$ cat config.mk
export PLATFORM = sky130hd
export DESIGN_NAME = uart_rx_ctrl_flat
export DESIGN_NICKNAME = d
export VERILOG_FILES = /design/src/rtl/uart_rx_ctrl_if.sv /design/src/rtl/uart_rx_ctrl.sv /design/src/flat_wrapper.sv
export SDC_FILE = /design/constraint.sdc
export NUM_CORES = 1
export LEC_CHECK = 0
export BUFFER_PORTS_ARGS = -buffer_cell sky130_fd_sc_hd__buf_2
export CAP_MARGIN = 20
export CORE_ASPECT_RATIO = 0.6
export CORE_MARGIN = 4
export CORE_UTILIZATION = 30
export CTS_BUF_LIST = sky130_fd_sc_hd__clkbuf_4
export DETAILED_ROUTE_END_ITERATION = 12
export GPL_TIMING_DRIVEN = 0
export PLACE_DENSITY = 0.58
export SYNTH_ARGS = -nofsm -noshare
export SYNTH_HDL_FRONTEND = slang
export SYNTH_SLANG_ARGS = --single-unit
$ cat constraint.sdc
create_clock -name CLK -period 3.16 [get_ports CLK]
set_input_delay 0.948 -clock CLK [delete_from_list [all_inputs] [get_ports CLK]]
set_output_delay 0.948 -clock CLK [all_outputs]
set_load 0.02 [all_outputs]
$ cat src/rtl/uart_rx_ctrl_if.sv
// Frame-word handoff between the RX frame FSM, the receive controller and the host consumer.
// The master side is the controller: it takes completed frames in and presents the FIFO head out.
interface uart_rx_ctrl_if;
    logic        RX_DATA_EN;
    logic [9:0]  RX_DATA_T;
    logic [7:0]  DATA;
    logic        PERR;
    logic        FERR;
    logic        VALID;
    logic        READY;

    modport master (
        input  RX_DATA_EN, RX_DATA_T, READY,
        output DATA, PERR, FERR, VALID
    );

    modport slave (
        output RX_DATA_EN, RX_DATA_T, READY,
        input  DATA, PERR, FERR, VALID
    );
endinterface

$ cat src/rtl/uart_rx_ctrl.sv
// UART RX controller: mid-bit sampling strobe, 4-deep frame FIFO with valid/ready head,
// sticky overflow flag and saturating error-frame counter.
module uart_rx_ctrl #(
    parameter int DIV = 434
) (
    input  logic            CLK,
    input  logic            RST,
    input  logic            i_RXCT_R,
    output logic            o_RX_CE,
    output logic [2:0]      o_LEVEL,
    output logic            o_OVF,
    output logic [7:0]      o_ERR_CNT,
    input  logic            i_CLR,
    uart_rx_ctrl_if.master  bus
);
    localparam int              CW    = $clog2(DIV + 1);
    localparam logic [CW-1:0]   HALF  = CW'(DIV / 2);
    localparam logic [CW-1:0]   FULLP = CW'(DIV);

    function automatic logic [7:0] sat_inc(input logic [7:0] v);
        return (v == 8'hFF) ? v : v + 8'd1;
    endfunction

    logic [CW-1:0] r_cnt;
    logic          r_rx_ce;
    logic [9:0]    r_mem [4];
    logic [1:0]    r_wptr;
    logic [1:0]    r_rptr;
    logic [2:0]    r_count;
    logic          r_ovf;
    logic [7:0]    r_err_cnt;

    logic          w_full;
    logic          w_pop;
    logic          w_push;
    logic          w_err_frame;
    logic [9:0]    w_head;

    assign w_full      = (r_count == 3'd4);
    assign w_pop       = (r_count != 3'd0) && bus.READY;
    assign w_push      = bus.RX_DATA_EN && (!w_full || w_pop);
    assign w_err_frame = bus.RX_DATA_EN && (bus.RX_DATA_T[9] | bus.RX_DATA_T[8]);
    assign w_head      = r_mem[r_rptr];

    // Bit timer: loading HALF while held puts the first strobe in the middle of the start bit.
    always_ff @(posedge CLK or posedge RST) begin
        if (RST) begin
            r_cnt   <= HALF;
            r_rx_ce <= 1'b0;
        end else if (i_RXCT_R) begin
            r_cnt   <= HALF;
            r_rx_ce <= 1'b0;
        end else if (r_cnt == CW'(1)) begin
            r_cnt   <= FULLP;
            r_rx_ce <= 1'b1;
        end else begin
            r_cnt   <= r_cnt - CW'(1);
            r_rx_ce <= 1'b0;
        end
    end

    // Frame FIFO: a full FIFO still accepts a push when the head leaves in the same cycle.
    always_ff @(posedge CLK or posedge RST) begin
        if (RST) begin
            for (int i = 0; i < 4; i++) r_mem[i] <= '0;
            r_wptr  <= 2'd0;
            r_rptr  <= 2'd0;
            r_count <= 3'd0;
        end else begin
            if (w_push) begin
                r_mem[r_wptr] <= bus.RX_DATA_T;
                r_wptr        <= r_wptr + 2'd1;
            end
            if (w_pop) r_rptr <= r_rptr + 2'd1;
            case ({w_push, w_pop})
                2'b10:   r_count <= r_count + 3'd1;
                2'b01:   r_count <= r_count - 3'd1;
                default: r_count <= r_count;
            endcase
        end
    end

    // Status: clear wins over a same-cycle overflow or error event.
    always_ff @(posedge CLK or posedge RST) begin
        if (RST) begin
            r_ovf     <= 1'b0;
            r_err_cnt <= 8'd0;
        end else if (i_CLR) begin
            r_ovf     <= 1'b0;
            r_err_cnt <= 8'd0;
        end else begin
            if (bus.RX_DATA_EN && w_full && !w_pop) r_ovf <= 1'b1;
            if (w_err_frame) r_err_cnt <= sat_inc(r_err_cnt);
        end
    end

    assign o_RX_CE   = r_rx_ce;
    assign o_LEVEL   = r_count;
    assign o_OVF     = r_ovf;
    assign o_ERR_CNT = r_err_cnt;
    assign bus.VALID = (r_count != 3'd0);
    assign bus.DATA  = w_head[7:0];
    assign bus.PERR  = w_head[8];
    assign bus.FERR  = w_head[9];
endmodule

$ cat src/flat_wrapper.sv
// flat-port wrapper written by rule: the top's interface ports become plain ports
module uart_rx_ctrl_flat 
#(
    parameter int DIV = 434
)
  (CLK, RST, i_RXCT_R, o_RX_CE, o_LEVEL, o_OVF, o_ERR_CNT, i_CLR, bus_RX_DATA_EN, bus_RX_DATA_T, bus_READY, bus_DATA, bus_PERR, bus_FERR, bus_VALID);
  uart_rx_ctrl_if bus_i ();
  input  logic CLK;
  input  logic RST;
  input  logic i_RXCT_R;
  output logic o_RX_CE;
  output logic [2:0] o_LEVEL;
  output logic o_OVF;
  output logic [7:0] o_ERR_CNT;
  input  logic i_CLR;
  input wire logic [$bits(bus_i.RX_DATA_EN)-1:0] bus_RX_DATA_EN;
  input wire logic [$bits(bus_i.RX_DATA_T)-1:0] bus_RX_DATA_T;
  input wire logic [$bits(bus_i.READY)-1:0] bus_READY;
  output wire logic [$bits(bus_i.DATA)-1:0] bus_DATA;
  output wire logic [$bits(bus_i.PERR)-1:0] bus_PERR;
  output wire logic [$bits(bus_i.FERR)-1:0] bus_FERR;
  output wire logic [$bits(bus_i.VALID)-1:0] bus_VALID;
  assign bus_i.RX_DATA_EN = bus_RX_DATA_EN;
  assign bus_i.RX_DATA_T = bus_RX_DATA_T;
  assign bus_i.READY = bus_READY;
  assign bus_DATA = bus_i.DATA;
  assign bus_PERR = bus_i.PERR;
  assign bus_FERR = bus_i.FERR;
  assign bus_VALID = bus_i.VALID;
  uart_rx_ctrl #(.DIV(DIV)) u_core (.CLK(CLK), .RST(RST), .i_RXCT_R(i_RXCT_R), .o_RX_CE(o_RX_CE), .o_LEVEL(o_LEVEL), .o_OVF(o_OVF), .o_ERR_CNT(o_ERR_CNT), .i_CLR(i_CLR), .bus(bus_i));
endmodule
# Yosys cells after proc, flatten, opt, wreduce, memory -nomap -nowiden

Index checks and enable logic that the tools add are counted.

Register bits after elaboration: 66
Output and inout bits: 24
Word-level logic and storage cells: 59
Bits of input ports: 16

Order comparisons: 3
Muxes and demuxes: 16
Eq/ne operators: 6
Add/sub/neg operators: 6
Bitwise logic cells: 3
Reductions and logical operators: 14

Operators with widths:

| cell                                                 | count |
|---|---|
| bitwise mux 40 bit                                   | 1 |
| two-way mux 10 bit                                   | 3 |
| two-way mux 8 bit                                    | 3 |
| binary-select mux 10 bit (select 2 bit)              | 1 |
| demux 10 bit (select 2 bit)                          | 1 |
| two-way mux 9 bit                                    | 2 |
| equality test 9 x 1 -> 1 bit (second input constant) | 1 |
| subtractor 9 x 1 -> 9 bit (second input constant)    | 1 |
| adder 8 x 1 -> 8 bit (second input constant)         | 1 |
| equality test 8 bit (second input constant)          | 1 |
| >= comparator 3 bit (second input constant)          | 2 |
| logical AND 1 bit                                    | 6 |
| NOT 2 -> 3 bit                                       | 2 |
| case mux 3 bit (2 select lines)                      | 1 |
| nonzero test 2 bit                                   | 3 |
| adder 2 x 1 -> 2 bit (second input constant)         | 2 |
| two-way mux 1 bit                                    | 4 |
| adder 3 x 1 -> 3 bit (second input constant)         | 1 |
| equality test 3 bit (second input constant)          | 1 |
| < comparator 3 x 1 -> 1 bit (second input constant)  | 1 |
| nonzero test 3 bit                                   | 1 |
| subtractor 3 x 1 -> 3 bit (second input constant)    | 1 |
| equality test 2 x 1 -> 1 bit (second input constant) | 1 |
| equality test 2 bit (second input constant)          | 1 |
| 5 further kinds                                      | 6 |

# Depth between registers and ports, before layout

Gate-level depths: netlist (run 1).

Depth in word-level cells: 6
Mapped depth: 9
Depth with buffers taken out: 8

# Least setup slack after synthesis (run 1)

OpenSTA, ideal clock, no wires.

Kind: input-to-reg
From: in bus_READY
To: reg u_core.r_count[2], in the netlist u_core.o_LEVEL[2]
Arrival: 2,682 ps
Slack: 398 ps
Data required time: 3,080 ps
Cell stages on the path: 9
Library setup time: 80 ps
Path buffers: 1
Path through: or4b_1 -> buf_6 -> nand2_1 -> ha_1 -> inv_1 -> fa_1 -> xor2_1 -> nor2_1 -> xor2_1

Word-level cells in the longest chain between the ends: 5
Elaborated cells between the ends (all ways): 7
Classes of those cells: eq/ne: 2; mux: 1; reduce/logical: 4

Ends and longest elaborated chain:

| item                                                                  | line               | RTL |
|---|---|---|
| from (decl)                                                           | flat_wrapper.sv:18 | `input wire logic [$bits(bus_i.READY)-1:0] bus_READY;` |
| logical AND 1 bit (*)                                                 | uart_rx_ctrl.sv:40 | `assign w_pop = (r_count != 3'd0) && bus.READY;` |
| logical OR 1 bit                                                      | uart_rx_ctrl.sv:41 | `assign w_push = bus.RX_DATA_EN && (!w_full \|\| w_pop);` |
| logical AND 1 bit                                                     | uart_rx_ctrl.sv:41 |  |
| equality test 2 x 1 -> 1 bit or equality test 2 bit (tied branches)   | uart_rx_ctrl.sv:75 | `case ({w_push, w_pop})` |
| case mux 3 bit (2 select lines) or nonzero test 2 bit (tied branches) | --                 |  |
| to (signal assigned)                                                  | uart_rx_ctrl.sv:76 | `2'b10: r_count <= r_count + 3'd1;` |
| to (signal assigned)                                                  | uart_rx_ctrl.sv:77 | `2'b01: r_count <= r_count - 3'd1;` |
| to (signal assigned)                                                  | uart_rx_ctrl.sv:78 | `default: r_count <= r_count;` |
| to (decl)                                                             | uart_rx_ctrl.sv:29 | `logic [2:0] r_count;` |

Every way passes the cells marked *; elsewhere a longest branch is shown, timed or not.
A chain may end at the register's enable or synchronous reset.

# Final worst setup path (run 1)

From: reg u_core.r_rptr[0]
To: out bus_DATA[1]

Word-level cells in the longest chain between the ends: 4

Ends and longest elaborated chain:

| item                                                   | line               | RTL |
|---|---|---|
| from (decl)                                            | uart_rx_ctrl.sv:28 | `logic [1:0] r_rptr;` |
| from (signal assigned)                                 | uart_rx_ctrl.sv:74 | `if (w_pop) r_rptr <= r_rptr + 2'd1;` |
| NOT 2 -> 3 bit (not written as such)                   | uart_rx_ctrl.sv:43 | `assign w_head = r_mem[r_rptr];` |
| binary-select mux 10 bit (select 2 bit)                | uart_rx_ctrl.sv:43 |  |
| two-way mux 10 bit (not written as such) (2 in series) | uart_rx_ctrl.sv:43 |  |
| to (decl)                                              | flat_wrapper.sv:19 | `output wire logic [$bits(bus_i.DATA)-1:0] bus_DATA;` |

Every way passes these cells. The select of a mux whose other input is x is not followed.

==> run metrics, run 1 <==
sequential cell area approximately 1700 µm²; top cell type's share of synthesized area 0.479; IO Port Bufs 37; RSZ-0062 raised after global routing false; sequential share of the synthesized area 0.520; fin cells 420; Die Y 87.9 µm; Post-synth EDFFs 0; ranking of synthesized cells by area dfrtp_1 48%, mux2_2 14%, mux4_2 7.1%; vias in the first global route 2,154; fin nets 305; 1st-iter DRT viols 100; row cnt 28; Yosys reg bits between 60 and 70; crit path kind register to output pin; # setup viols final 0; placed cells approximately 400; Synth Area in Adders 0.0377; Syn-to-layout area delta 14.8%; H-tree depth 3; Avg Cell Area, Syn 13.7 µm²; Final WS setup roughly 300 ps; largest family of logic cells by synthesized area multiplexers; pin slew with the least headroom to its limit just over 800 ps; Placed Area roughly 3500 µm²; Hold WC Path Type register to register; synth warn 0; drt total wl between 6000 and 7000 µm; post-CTS sizing 0; clk_skew approximately 12 ps; Slew HR 0.461; distinct cell type count of the synthesized netlist 47; Routed Antenna Nets 0; main flop type after synthesis dfrtp_1; clock latency on the worst-skew pair 410 ps; compound-cell area share of the yosys netlist 0.0734; final RePlAce weighted congestion between 0.7 and 0.8; initial antenna violation count 1; Slew Viols, Final 0; worst hold margin about 500 ps; Detailed Routing Iterations Pass 1 4; area taken by multi-input logic gates around 1500 µm²; layout cell share with drive strength beyond 1 0.411; crit end category output pin; DRC Markers 0; Internal Power between 2 and 2.5 mW; CTS tree done; Clock Power Share 0.147; most frequent cell after synthesis dfrtp_1; Peak Freq about 0.35 GHz; Worst Path Max Fanout 10; leading area contributor after synthesis dfrtp_1; number of top-level pins 40; via count 2,052; wire per inst roughly 15 µm; synthesized area ~3200 µm²; Static Leak between 1.5 and 2 nW; Reg clk slew, reported paths 110 ps; Clock Tree Buf Depth 2; FFs w/ async S/R, synth 1.00; Inserted Diodes 0; buffer count from post-CTS setup fixing 0; maximum VDD drop around 250 µV; largest net degree at the start of global routing 67; Cell Pwr Density between 800 and 900 nW/µm²; Final Cycle Share 0.906; CP arrival 1920 ps; CTS buffer count 9; root buf cell clkbuf_4; combinational fraction of design power 0.425; required time of the critical path approximately 2200 ps; Detailed Place HPWL about 4600 µm; global-route wire length before repair around 11,000 µm; max_cap viols 0; Tot Pwr approximately 3.2 mW; design area about 3700 µm²; die area ~12,000 µm²; number of hold buffers added after CTS 0; grt ovf 0; status completed; post-synthesis mux area share 0.222; Worst Setup Start Kind register; syn_nets 257; Psw roughly 1.2 mW; top cells by count, synth 61 x dfrtp_1, 40 x mux2_2, 11 x inv_1, 10 x mux4_2, 8 x ha_1; Synth Area in XOR/XNOR 0.0247; Final min period between 2000 and 3000 ps; Die Wd between 100 and 150 µm; pre-CTS setup slack 192 ps; GRT Overall Usage 0.116; Net Sw Frac 0.366; Sinks on Clock Net between 60 and 70; Flop pwr share 0.429; synthesized instance count around 230; post-synthesis simple-gate area fraction 0.0973; fillers 990; final hold violations 0; Vias/cell just under 5; initial core utilization 0.315; core area just over 10,000 µm²
kinds of logic (layout without fill, tap and decap cells):
| family | Yosys count | after routing |
|---|---|---|
| flip-flops | 66 | 66 |
| multiplexers | 53 | 53 |
| AND/OR/NAND/NOR | 45 | 45 |
| AO/OA/AOI/OAI | 32 | 32 |
| buffers and inverters | 18 | 71 |
| adder cells (fa/ha/maj) | 9 | 9 |
| XOR/XNOR | 9 | 9 |
metal layers:
metal  routed length [µm]  GRT usage  vias up  part of all wire
li1                     -          -      975                 -
met1                 3160      0.160     1028              0.49
met2                 2890      0.171       40              0.45
met3                  299     0.0426        7             0.047
met4                   66     0.0396        2             0.010
met5                    7          0        -            0.0011
worst max-delay path, stage by stage, from the launching register on:
cell	delay, ps
dfrtp_1	430
buf_2	320
mux4_2	580
buf_2	180
flip-flops by register name, summed over array words and instances (netlist names):
signal            count
u_core.r_mem         40
u_core.o_OVF          1
u_core.r_wptr         2
u_core.r_cnt          9
u_core.o_LEVEL        3
u_core.o_RX_CE        1
u_core.r_rptr         2
u_core.o_ERR_CNT      8
per-stage QoR:
step / utilization / setup TNS [ps]
after global routing: 0.361 / 0
after detailed placement: 0.350 / 0
final: 0.361 / 0
after CTS: 0.361 / 0
after global placement: 0.350 / -19860
after floorplan: - / 0
area by class of cell:
cell class                      instances  share of cell area
Clock buffer                            9              0.0185
Tap cell                              135              0.0462
Timing Repair Buffer                   37              0.0506
Sequential cell                        66               0.453
Multi-Input combinational cell        148               0.397
Clock inverter                          7              0.0127
Buffer                                  7              0.0103
Inverter                               11              0.0120
worst paths after layout:
path / from / endpoint / slack, ps / cells past startpoint
worst max-delay path: u_core.r_rptr[0]$_DFFE_PP0P_ / bus_DATA[1] / 300 / 3
worst min-delay path: u_core.r_mem[13]$_DFFE_PP0P_ / u_core.r_mem[13]$_DFFE_PP0P_ / 500 / 1
worst max register to register: u_core.o_LEVEL[0]$_DFFE_PP0P_ / u_core.o_LEVEL[2]$_DFFE_PP0P_ / 730 / 9
worst min register to register: u_core.r_mem[13]$_DFFE_PP0P_ / u_core.r_mem[13]$_DFFE_PP0P_ / 500 / 1
max in group asynchronous: RST / u_core.r_cnt[1]$_DFF_PP0_ / 1940 / 2
min in group asynchronous: RST / u_core.o_ERR_CNT[3]$_DFFE_PP0P_ / 680 / 2
placed cells by master (no fill, tap or decap), types with 2 or more instances in the layout:
cell,n
a211oi_1,5
a21o_1,2
a21oi_1,6
a41oi_1,3
and3_1,2
buf_2,40
clkbuf_1,3
clkbuf_4,9
clkinv_1,2
clkinvlp_4,4
dfrtp_1,61
dfstp_2,5
ha_1,8
inv_1,10
mux2_1,2
mux2_2,40
mux4_2,10
nand2_1,6
nand2b_1,2
nand3_1,3
nand3_4,4
nor2_1,6
nor2b_1,2
nor3_1,7
nor3b_1,2
nor4b_1,2
o211ai_1,2
o21ai_0,3
o31a_1,2
or3_1,3
xnor2_1,5
xor2_1,4
power by group through the flow:
stage	Combinational (mW)	Clock [mW]	Sequential [mW]
5_1_grt	1.49	0.544	1.41
4_1_cts	1.39	0.498	1.37
6_report	1.35	0.468	1.37
3_5_place_dp	1.38	0	1.39
3_3_place_gp	1.36	0	1.37
2_1_floorplan	1.04	0	1.35
No activity file was read; power rests on OpenSTA's default activity.
==> inputs of run 2 (changes only) <==
--- a/config.mk
+++ b/config.mk
@@ -6,14 +6,15 @@
 export NUM_CORES = 1
 export LEC_CHECK = 0
 export BUFFER_PORTS_ARGS = -buffer_cell sky130_fd_sc_hd__buf_2
-export CAP_MARGIN = 20
+export CAP_MARGIN = 15
 export CORE_ASPECT_RATIO = 0.6
 export CORE_MARGIN = 4
 export CORE_UTILIZATION = 30
-export CTS_BUF_LIST = sky130_fd_sc_hd__clkbuf_4
+export CTS_BUF_LIST = sky130_fd_sc_hd__clkbuf_8
 export DETAILED_ROUTE_END_ITERATION = 12
 export GPL_TIMING_DRIVEN = 0
 export PLACE_DENSITY = 0.58
 export SYNTH_ARGS = -nofsm -noshare
 export SYNTH_HDL_FRONTEND = slang
 export SYNTH_SLANG_ARGS = --single-unit
+export TNS_END_PERCENT = 30
==> run metrics, run 2 (synthesis gave the netlist of run 1 again) <==
status completed; final RePlAce weighted congestion 0.759 (unchanged); layout cell share with drive strength beyond 1 0.418 (+0.00702); vias in the first global route 2,140 (-0.65%); largest net degree at the start of global routing 67 (unchanged); met3 usage in global routing 0.0426 (unchanged); most frequent cells in the layout 61 x dfrtp_1, 40 x buf_2, 40 x mux2_2; global route hottest layer met2; pin slew with the least headroom to its limit 803 ps (-5.30 ps); Die Y 87.9 µm (unchanged); crit-path cells buf_2, mux4_2, buf_2; number of hold buffers added after CTS 0 (unchanged); Sinks on Clock Net 66 (unchanged); wire per inst 15.4 µm (+0.47%); crit path kind register to output pin; area taken by multi-input logic gates 1450 µm² (unchanged); CP arrival 1830 ps (-90 ps); CP peak stage delay 570 ps (about the same); H-tree depth 3 (unchanged); Final min period 2780 ps (-84.1 ps); commonest non-fill, non-tap cell in the layout dfrtp_1; row cnt 28 (unchanged); Cell Pwr Density 906 nW/µm² (+4.0%); met1 Resource Use GR 0.161 (+0.00136); Top reg by flops u_core.r_mem; Syn-to-layout area delta 17.2%; 1st-iter DRT viols 103 (+3.0%); Detailed Place HPWL 4560 µm (unchanged); Final Cycle Share 0.880 (-0.0266); Final WS setup 380 ps (+84.1 ps); fillers 981 (-0.91%); clk_skew 7.70 ps (-3.90 ps); max_cap viols 0 (unchanged); Worst Setup Start Kind register; worst hold margin 491 ps (-8.57 ps); root buf cell clkbuf_8; Static Leak 1.58 nW (+2.2%); number of top-level pins 40 (unchanged); Routed Antenna Nets 0 (unchanged); Slew HR 0.465 (+0.00354); most frequent CP cell buf_2; RSZ-0062 raised after global routing false; sequential cell area 1660 µm² (unchanged); number of flip-flops in the largest register 40 (unchanged); maximum VDD drop 294 µV (+16%); Vias/cell 4.84 (-0.88%); Inserted Diodes 0 (unchanged); core area 10,100 µm² (unchanged); post-CTS sizing 0 (unchanged); grt ovf 0 (unchanged); global-route wire length before repair 11,300 µm (+0.31%); final hold violations 0 (unchanged); met2 Usage GRT 0.170 (-0.000864); Detailed Routing Iterations Pass 1 4 (unchanged); pre-CTS setup slack 192 ps (unchanged); initial core utilization 0.315 (unchanged); required time of the critical path 2210 ps (about the same); initial antenna violation count 1 (unchanged); crit end category output pin; buffer count from post-CTS setup fixing 0 (unchanged); clock latency on the worst-skew pair 340 ps (-70 ps); via count 2,034 (-0.88%); CTS buffer count 9 (unchanged); drt total wl 6450 µm (+0.47%); Crit-path slowest cell mux4_2; Hold WC Path Type register to register; Reg clk slew, reported paths 70 ps (-40 ps); Clock Tree Buf Depth 2 (unchanged); # setup viols final 0 (unchanged); Slew Viols, Final 0 (unchanged); CTS tree done; fin nets 305 (unchanged); GRT Overall Usage 0.117 (+0.000589); Worst Path Max Fanout 10 (unchanged); Die Wd 141 µm (unchanged); Peak Freq 0.360 GHz (+3.0%); DRC Markers 0 (unchanged); die area 12,400 µm² (unchanged); IO Port Bufs 37 (unchanged)
==> run 2: power by group <==
| group | internal [mW] | leakage, nW | switching (mW) | total, mW |
|---|---|---|---|---|
| sequential | 1.17 | 0.801 | 0.199 | 1.37 |
| clock | 0.328 | 0.0838 | 0.331 | 0.659 |
| combinational | 0.696 | 0.698 | 0.660 | 1.36 |
==> run 2: final timing paths <==
kind | cells past startpoint | from | slack (ps) | end
max | 3 | u_core.r_rptr[0]$_DFFE_PP0P_ | 380 | bus_DATA[1]
min | 1 | u_core.r_mem[13]$_DFFE_PP0P_ | 490 | u_core.r_mem[13]$_DFFE_PP0P_
max reg2reg | 9 | u_core.o_LEVEL[1]$_DFFE_PP0P_ | 740 | u_core.o_LEVEL[2]$_DFFE_PP0P_
min reg2reg | 1 | u_core.r_mem[13]$_DFFE_PP0P_ | 490 | u_core.r_mem[13]$_DFFE_PP0P_
max in group asynchronous | 2 | RST | 1870 | u_core.r_cnt[1]$_DFF_PP0_
min in group asynchronous | 2 | RST | 750 | u_core.o_ERR_CNT[3]$_DFFE_PP0P_
==> run 2: cell type report <==
class                           instances  share of cell area
Sequential cell                        66               0.444
Multi-Input combinational cell        148               0.389
Timing Repair Buffer                   37              0.0496
Tap cell                              135              0.0452
Clock buffer                           11              0.0405
Inverter                               11              0.0117
Clock inverter                          5              0.0104
Buffer                                  7              0.0101
==> run 2: critical path: cells and delay by family, from the launching register on <==
family | cells | cell delay, ps
buf+inv | 2 | 500
mux | 1 | 570
flops | 1 | 420
==> run 2: metrics by stage <==
step / instances / TNS, ps / cell area [µm²] / util / total power [mW]
floorplan: 232 / 0 / 3190 / - / 2.39
global placement: 404 / -19860 / 3540 / 0.350 / 2.72
detailed placement: 404 / 0 / 3540 / 0.350 / 2.77
CTS: 420 / 0 / 3730 / 0.369 / 3.45
global route: 420 / 0 / 3730 / 0.369 / 3.64
finish: 420 / 0 / 3730 / 0.369 / 3.39
==> run 2: metal layers <==
metal	wire (µm)	up-vias
met3	272	9
met2	2880	33
met4	83	2
met1	3210	1022
met5	7	-
li1	-	968
